## config.mk

```make
export PLATFORM = sky130hd
export DESIGN_NAME = mic1_exec_ctrl
export DESIGN_NICKNAME = d
export VERILOG_FILES = /design/src/rtl/mic1_exec_ctrl.sv
export SDC_FILE = /design/constraint.sdc
export NUM_CORES = 1
export LEC_CHECK = 0
export BUFFER_PORTS_ARGS = -buffer_cell sky130_fd_sc_hd__buf_2
export CAP_MARGIN = 30
export CORE_ASPECT_RATIO = 1.1
export CORE_MARGIN = 1
export CORE_UTILIZATION = 60
export CTS_CLUSTER_DIAMETER = 150
export DETAILED_ROUTE_END_ITERATION = 16
export GPL_ROUTABILITY_DRIVEN = 0
export PLACE_DENSITY_LB_ADDON = 0.15
export SLEW_MARGIN = 20
export SYNTH_ARGS = -nofsm -noshare
export SYNTH_HDL_FRONTEND = slang
export SYNTH_SLANG_ARGS = --single-unit
```

## constraint.sdc

```tcl
create_clock -name clk -period 7.6 [get_ports clk]
set_clock_uncertainty 0.2 [all_clocks]
set_input_delay 1.52 -clock clk [delete_from_list [all_inputs] [get_ports clk]]
set_output_delay 1.52 -clock clk [all_outputs]
set_load 0.05 [all_outputs]
```

## src/rtl/mic1_exec_ctrl.sv

```systemverilog
// mic1_exec_ctrl: execution controller for the MIC-1 core.
// Drives the core's active-low reset and run enable. After any reset the core
// is held in reset for RESET_HOLD_CYCLES cycles, then enters RUN or HALT
// (START_RUN). From there single-cycle request pulses select free-run, halt or
// a single step of STEP_CYCLES run cycles.
//
// Optional feature: define MIC1_EXEC_CTRL_BREAK_EN to build the micro-PC
// breakpoint comparator. Without it mpc/break_addr/break_valid are ignored and
// break_hit is tied low.
//
// Ports:
//   clk, resetn            clock, asynchronous active-low reset
//   run_req, halt_req      one-cycle request pulses
//   step_req               one-cycle request pulse for a single step
//   soft_reset_req         one-cycle request pulse for a core reset
//   mpc, break_addr        current micro-PC and breakpoint address
//   break_valid            breakpoint armed
//   core_resetn, run       registered controls to mic1_soc
//   state                  0 HOLD, 1 RUN, 2 HALT, 3 STEP
//   step_done, break_hit   one-cycle status pulses
module mic1_exec_ctrl #(
   parameter int unsigned RESET_HOLD_CYCLES = 16,
   parameter int unsigned STEP_CYCLES       = 1,
   parameter bit          START_RUN         = 1'b1,
   parameter int unsigned ADDR_W            = 9
) (
   input  logic              clk,
   input  logic              resetn,
   input  logic              run_req,
   input  logic              halt_req,
   input  logic              step_req,
   input  logic              soft_reset_req,
   input  logic [ADDR_W-1:0] mpc,
   input  logic [ADDR_W-1:0] break_addr,
   input  logic              break_valid,
   output logic              core_resetn,
   output logic              run,
   output logic [1:0]        state,
   output logic              step_done,
   output logic              break_hit
);

   localparam logic [1:0] ST_HOLD = 2'd0;
   localparam logic [1:0] ST_RUN  = 2'd1;
   localparam logic [1:0] ST_HALT = 2'd2;
   localparam logic [1:0] ST_STEP = 2'd3;

   localparam logic [15:0] HOLD_LOAD  = 16'(RESET_HOLD_CYCLES - 1);
   localparam logic [7:0]  STEP_LOAD  = 8'(STEP_CYCLES - 1);
   localparam logic [1:0]  AFTER_HOLD = START_RUN ? ST_RUN : ST_HALT;

   logic [1:0]  state_q, state_d;
   logic [15:0] hold_cnt_q, hold_cnt_d;
   logic [7:0]  step_cnt_q, step_cnt_d;
   logic        run_q, core_resetn_q, step_done_q, break_hit_q;
   logic        break_hit_d;
   logic        brk;

`ifdef MIC1_EXEC_CTRL_BREAK_EN
   // Only a core that is actually executing can hit a breakpoint.
   assign brk = break_valid && (mpc == break_addr) &&
                ((state_q == ST_RUN) || (state_q == ST_STEP));
`else
   logic unused_break;
   assign unused_break = ^{mpc, break_addr, break_valid};
   assign brk          = 1'b0;
`endif

   always_comb begin
      state_d     = state_q;
      hold_cnt_d  = hold_cnt_q;
      step_cnt_d  = step_cnt_q;
      break_hit_d = 1'b0;
      if (state_q == ST_HOLD) begin
         if (soft_reset_req) begin
            hold_cnt_d = HOLD_LOAD;
         end else if (hold_cnt_q == 16'd0) begin
            state_d = AFTER_HOLD;
         end else begin
            hold_cnt_d = hold_cnt_q - 16'd1;
         end
      end else if (soft_reset_req) begin
         state_d    = ST_HOLD;
         hold_cnt_d = HOLD_LOAD;
      end else if (brk) begin
         state_d     = ST_HALT;
         break_hit_d = 1'b1;
      end else if (halt_req) begin
         // Also swallows lower-priority step/run requests while halted.
         state_d = ST_HALT;
      end else if (step_req && (state_q == ST_HALT)) begin
         state_d    = ST_STEP;
         step_cnt_d = STEP_LOAD;
      end else if (run_req && (state_q == ST_HALT)) begin
         state_d = ST_RUN;
      end else if (state_q == ST_STEP) begin
         if (step_cnt_q == 8'd0) begin
            state_d = ST_HALT;
         end else begin
            step_cnt_d = step_cnt_q - 8'd1;
         end
      end
   end

   always_ff @(posedge clk or negedge resetn) begin
      if (!resetn) begin
         state_q       <= ST_HOLD;
         hold_cnt_q    <= HOLD_LOAD;
         step_cnt_q    <= 8'd0;
         run_q         <= 1'b0;
         core_resetn_q <= 1'b0;
         step_done_q   <= 1'b0;
         break_hit_q   <= 1'b0;
      end else begin
         state_q       <= state_d;
         hold_cnt_q    <= hold_cnt_d;
         step_cnt_q    <= step_cnt_d;
         run_q         <= (state_d == ST_RUN) || (state_d == ST_STEP);
         core_resetn_q <= (state_d != ST_HOLD);
         // Registered one cycle early so the pulse lands in the last run cycle of the step.
         step_done_q   <= (state_d == ST_STEP) && (step_cnt_d == 8'd0);
         break_hit_q   <= break_hit_d;
      end
   end

   assign state       = state_q;
   assign run         = run_q;
   assign core_resetn = core_resetn_q;
   assign step_done   = step_done_q;
   assign break_hit   = break_hit_q;

endmodule

```

==> out/summary.md, run 1 <==
• global-route wire length before repair: 6.168 mm
• Cell Area, Synth: 1879 um2
• core footprint: 2878 um2
• met3 Use GR: 2.132%
• Pwr per Cell Area: 147.8 nW/um2
• via count of the first global-routing pass: 1406
• Hold Crit Endpoint: hold_cnt_q[2]$_DFFE_PN1P_
• total nets after synthesis: 232
• Hold-fix buffers, CTS: 0
• maximum clock path buffer count: 2
• GR Util met1: 29.39%
• #FFs+latches synth: 28
• final HPWL from detailed placement: 2.571 mm
• number of gates resized after cts: 0
• measured slew at the worst slew-check pin: 0.8212 ns
• Initial Utilization: 65.30%
• Post-synth EDFFs: 0
• number of synthesis warnings: 0
• Routed Antenna Nets: 0
• average wire per cell in the routed design: 14.95 um
• number of antenna repair diodes: 0
• 1st-pass router iterations: 4
• number of setup buffers added after CTS: 0
• endpoint class of the critical path: flip-flop
• Detailed Route Iter0 Violations: 59
• post-synthesis cell type with the largest combined area: dfrtp_1
• quantity of I/O buffers inserted on ports: 10
• maximum number of pins on one net before global-route repair: 31
• die outline height: 60.70 um
• area delta synth->final: 5.060%
• area enclosed by the die boundary: 3360 um2
• grt total ovfl: 0
• min Tclk post-route: 3.352 ns
• number of top-level pins: 31
• count of standard-cell rows: 20
• worst flop-to-flop path startpoint: step_cnt_q[0]$_DFF_PN0_
• worst IR drop on VDD: 103.2 uV
• CTS Buf Count: 3
• TNS Setup: 0 ns
• gr usage total: 23.47%
• DRC: 0
• initial antenna violation count: 0
• fraction of the yosys area taken by sequential cells: 37.55%
• final setup fails: 0
• Worst Hold Launch: hold_cnt_q[2]$_DFFE_PN1P_
• clock tree from TritonCTS: done
• fillcell total: 221
• maximum frequency from static timing analysis: 298.3 MHz
• class of the tightest hold or removal check: reg -> reg
• clock edge transition at the registers on the reported setup and hold paths: 0.15 ns
• static leakage: 0.8722 nW
• clk_lat worst skew: 0.32 ns
• Worst Setup SP: soft_reset_req
• startpoint kind of the worst setup timing path: input port
• worst r2r path cells: 7
• post-route clock period utilization: 44.11%
• CTS sink cnt: 28
• placed inst area: 1922 um2
• number of distinct library cells after synthesis: 53
• pins over their slew limit: 0
• status: finished clean
• CP max FO: 30
• peak-usage layer in the global routing report: met2
• share of flip-flops with an asynchronous set or reset after synthesis: 100.0%
• capturing point of the worst reg2reg path: step_done$_DFF_PN0_
• Crit path arrival time: 3.41 ns
• register-to-register setup slack: 4.94 ns
• Post-layout nets: 237
• cells taking the most area after synthesis: dfrtp_1, mux2_1, nor2_1
• worst hold path stage count: 2
• required time worst endpoint: 7.66 ns
• master cell of the clock root buffer: clkbuf_4
• ys flop type: dfrtp_1
• Gate Count Post-Synth: 204
• design area: 1974 um2
• relative slew slack: 44.80%
• max cap viols: 0
• fraction of layout cells with a size suffix above 1: 13.94%
• setup repair after global routing missed its margin: false
• CTS H-tree lvls: 1
• global-route track usage on met2: 41.14%
• share of the core filled with cells in the final layout: 68.61%
• vias per std cell: 6.232
• floorplan die width: 55.36 um
• class of the most critical setup path: in -> reg
• post-synthesis average cell area: 9.212 um2
• total detailed-routing wirelength: 3.602 mm
• share of the synthesized area in the top cell type: 31.96%
• Final Hold Fails: 0
• routed via count: 1502
layout make-up:
class	count	area [um2]	area share, %
flip-flops and latches	28	705.7	35.74
multi-input cells	157	1087	55.07
clock buffers	3	22.52	1.141
repair buffers	11	57.56	2.915
clock inverters	1	30.03	1.521
inverters	8	30.03	1.521
well taps	33	41.29	2.091
worst max path at each step:
stage                                  to  slack (ns)  cells past startpoint
2_1_floorplan  hold_cnt_q[10]$_DFFE_PN0P_        4.22                      7
3_3_place_gp          step_done$_DFF_PN0_        3.93                      6
3_5_place_dp          step_done$_DFF_PN0_        3.91                      6
4_1_cts               step_done$_DFF_PN0_        4.27                      6
5_1_grt               step_done$_DFF_PN0_        4.16                      6
6_report              step_done$_DFF_PN0_        4.25                      6
worst max-delay path: stages:
cell and delay (ns):
buf_2 0.26, or3b_1 0.51, o21a_1 0.21, a311o_1 0.29, a2111o_1 0.42, a211oi_2 0.19
layer usage:
layer | vias up | wire length, um | part of all wire [%]
li1 | 745 | - | -
met1 | 724 | 1585 | 44
met2 | 27 | 1864 | 52
met5 | - | 0 | 0
met4 | 0 | 59 | 1.6
met3 | 6 | 91 | 2.5
state kept, by name, summed over array words and instances (netlist names):
register     flops
hold_cnt_q      16
step_done        1
state            2
step_cnt_q       8
core_resetn      1
through the flow:
stage	power, mW	instances	hold WS [ns]	worst slack [ns]
3_5_place_dp	0.1980	237	0.2838	3.910
5_1_grt	0.3054	241	0.3090	4.164
3_3_place_gp	0.1963	237	0.2687	3.932
4_1_cts	0.2960	241	0.3024	4.265
2_1_floorplan	0.1886	204	0.2602	4.224
6_report	0.2919	241	0.2997	4.248
report_power, final:
part | internal [mW] | total (mW) | switching, mW
combinational | 0.0110 | 0.0299 | 0.0188
clock | 0.0533 | 0.0964 | 0.0431
sequential | 0.159 | 0.166 | 0.00612
cell usage in the layout (no fill, tap or decap), drive strengths merged, types with 2 or more instances in the layout:
master    n
nand3b    5
xor2      4
nand4     6
or3       6
o21a      2
nor4     11
nand2    12
nor2     29
and4      2
nand2b    5
dfstp     4
o21bai    2
a21oi     6
or3b      2
mux2     11
nor3      5
mux2i     2
inv       8
a2111oi   2
o21ai     4
ha        3
buf      11
dfrtp    24
or4       3
nor2b    10
o31ai     2
clkbuf    3
nor4bb    2
a311o     2
nand3     4
nand4b    2
synthesized netlist by cell type, drive strengths merged (2+ instances only):
cell type and instances:
or3 6, nand4 6, a311o 2, nor2b 10, buf 6, a2111oi 2, a21oi 6, o21a 2
o31ai 2, inv 8, dfrtp 24, or4 3, ha 3, mux2 11, clkbuf 5, and4 2
nand3b 5, dfstp 4, mux2i 2, nand3 4, nand4b 2, nand2b 5, xor2 4, nor3 5
o21ai 4, nand2 12, o21bai 2, nor4 11, nor2 29, or3b 2, nor4bb 2
cells by family after synthesis:
| family | share of synthesized area (%) |
|---|---|
| AOI/OAI and AO/OA | 10.92 |
| adders and majority gates | 1.998 |
| muxes | 7.657 |
| and+or+nand+nor | 34.75 |
| buffers and inverters | 4.594 |
| xor gates and xnor gates | 2.330 |
| other | 0.1995 |
| DFF | 37.55 |
Power figures use the tool's default switching activity.
==> run 2, diff against run 1 <==
--- a/config.mk
+++ b/config.mk
@@ -9,7 +9,7 @@
 export CAP_MARGIN = 30
 export CORE_ASPECT_RATIO = 1.1
 export CORE_MARGIN = 1
-export CORE_UTILIZATION = 60
+export CORE_UTILIZATION = 56
 export CTS_CLUSTER_DIAMETER = 150
 export DETAILED_ROUTE_END_ITERATION = 16
 export GPL_ROUTABILITY_DRIVEN = 0
==> constraint.sdc (replaced) <==
create_clock -name clk -period 3.4 [get_ports clk]
set_clock_uncertainty 0.2 [all_clocks]
set_input_delay 0.68 -clock clk [delete_from_list [all_inputs] [get_ports clk]]
set_output_delay 0.68 -clock clk [all_outputs]
set_load 0.05 [all_outputs]
==> run 2 against run 1 <==
  * The flow now finishes with violations (DRC)
  * First-iteration DRC count rose by 31%
  * Sequential power rose by 120%
  * Total power rose by 110%
  * Cell count rose by 0.41%
  * Sequential cell count did not move
  * Global-route usage fell by 0.28 points
  * Non-clock buffer count did not move
  * Register-to-register slack got worse by 4.2 ns
  * Routed wire length rose by 3.9%
  * Largest power group unchanged
  * Clock-buffer cell count rose by 1
  * Clock power rose by 70%
  * Core utilization fell by 5.9 points
==> out/summary.md, run 2 (synthesis results as in run 1) <==
• global-route wire length before repair: 6.582 mm
• initial antenna violation count: 0
• pins over their slew limit: 0
• maximum frequency from static timing analysis: 371.0 MHz
• number of setup buffers added after CTS: 0
• clock tree from TritonCTS: done
• master cell of the clock root buffer: clkbuf_4
• max reg flops: 16
• Crit path arrival time: 2.72 ns
• Routed Antenna Nets: 0
• final HPWL from detailed placement: 2.703 mm
• most common library cell in the layout ignoring fill and taps: nor2_1
• worst IR drop on VDD: 183.5 uV
• post-route clock period utilization: 79.28%
• total power after layout: 0.6025 mW
• floorplan die width: 57.24 um
• Hold WS: 0.1327 ns
• static leakage: 0.8653 nW
• number of antenna repair diodes: 0
• number of gates resized after cts: 0
• min Tclk post-route: 2.695 ns
• 1st-pass router iterations: 12
• Final Hold Fails: 0
• core footprint: 3127 um2
• Detailed Route Iter0 Violations: 77
• CP max FO: 9
• via count of the first global-routing pass: 1496
• count of non-filler cells in the finished layout: 242
• measured slew at the worst slew-check pin: 0.8584 ns
• fraction of layout cells with a size suffix above 1: 13.94%
• gr usage total: 23.18%
• TNS Setup: 0 ns
• final setup fails: 0
• total detailed-routing wirelength: 3.743 mm
• quantity of I/O buffers inserted on ports: 10
• endpoint class of the critical path: flip-flop
• class of the most critical setup path: reg -> reg
• status: finished, violations left
• grt total ovfl: 0
• clk_lat worst skew: 0.34 ns
• setup repair after global routing missed its margin: false
• area enclosed by the die boundary: 3592 um2
• worst slack at placement: 0.5678 ns
• startpoint kind of the worst setup timing path: flip-flop
• die outline height: 62.76 um
• Hold-fix buffers, CTS: 0
• clock edge transition at the registers on the reported setup and hold paths: 0.15 ns
• average wire per cell in the routed design: 15.47 um
• Initial Utilization: 60.10%
• CTS H-tree lvls: 1
• CTS Buf Count: 3
• area delta synth->final: 4.261%
• relative slew slack: 42.29%
• Pwr per Cell Area: 307.5 nW/um2
• required time worst endpoint: 3.43 ns
• highest-count cells in the layout ignoring fill and taps: nor2_1, dfrtp_1, nand2_1
• CTS sink cnt: 28
• routed via count: 1528
• violated checks: DRC
• vias per std cell: 6.314
• count of standard-cell rows: 21
• Reg with most FFs: hold_cnt_q
• DRC: 2
• Post-layout nets: 237
• class of the tightest hold or removal check: in -> async
• number of top-level pins: 31
• maximum number of pins on one net before global-route repair: 31
• number of instances in the placed design: 238
• maximum clock path buffer count: 2
• final worst slack: 0.7046 ns
• max cap viols: 0
==> run 2: cell types whose count changed in the layout (fill, tap and decap cells not counted) <==
cell / delta
bufinv_16: -1
clkbuf_8: +1
==> run 2: through the flow <==
stage                     util, %  instance area (um2)
final                       62.67                 1959
after global routing        62.67                 1959
after CTS                   62.67                 1959
after detailed placement    61.50                 1923
after global placement      61.50                 1923
after floorplan                 -                 1879
==> run 2: metal layers <==
metal | track usage [%] | up-vias | share of wire (%)
met3 | 2.277 | 7 | 1.9
li1 | - | 745 | -
met1 | 29.40 | 751 | 45
met5 | 0 | - | 0
met4 | 9.146 | 0 | 1.6
met2 | 40.15 | 25 | 52
==> run 2: cell type report <==
type | count | area, um2
fillers | 261 | 1167
multi-input cells | 157 | 1087
flip-flops and latches | 28 | 705.7
repair buffers | 11 | 57.56
well taps | 34 | 42.54
clock buffers | 4 | 36.28
inverters | 8 | 30.03
==> run 2: worst paths after layout <==
check | startpoint | end | slack, ns | depth (start not counted)
worst max-delay path | step_cnt_q[0]$_DFF_PN0_ | hold_cnt_q[13]$_DFFE_PN0P_ | 0.70 | 7
worst min-delay path | resetn | hold_cnt_q[11]$_DFFE_PN0P_ | 0.13 | 1
worst max register to register | step_cnt_q[0]$_DFF_PN0_ | hold_cnt_q[13]$_DFFE_PN0P_ | 0.70 | 7
worst min register to register | hold_cnt_q[0]$_DFFE_PN1P_ | hold_cnt_q[0]$_DFFE_PN1P_ | 0.30 | 1
max in group asynchronous | resetn | hold_cnt_q[5]$_DFFE_PN0P_ | 2.46 | 1
min in group clk | hold_cnt_q[0]$_DFFE_PN1P_ | hold_cnt_q[0]$_DFFE_PN1P_ | 0.30 | 1
==> run 2: where the power goes <==
group          switching, mW  total (mW)  internal, mW  leakage, nW
sequential            0.0133       0.370         0.356        0.378
clock                 0.0986       0.164        0.0657       0.0210
combinational         0.0436      0.0684        0.0248        0.467
total                  0.156       0.602         0.447        0.865
==> run 2: worst max-delay path: stages (launching register included) <==
cell and delay, ns:
dfrtp_1 0.49, inv_1 0.09, ha_1 0.19, nor4b_2 0.17, and4_4 0.21, nor4_2 0.71, nor4_1 0.16, mux2_1 0.35
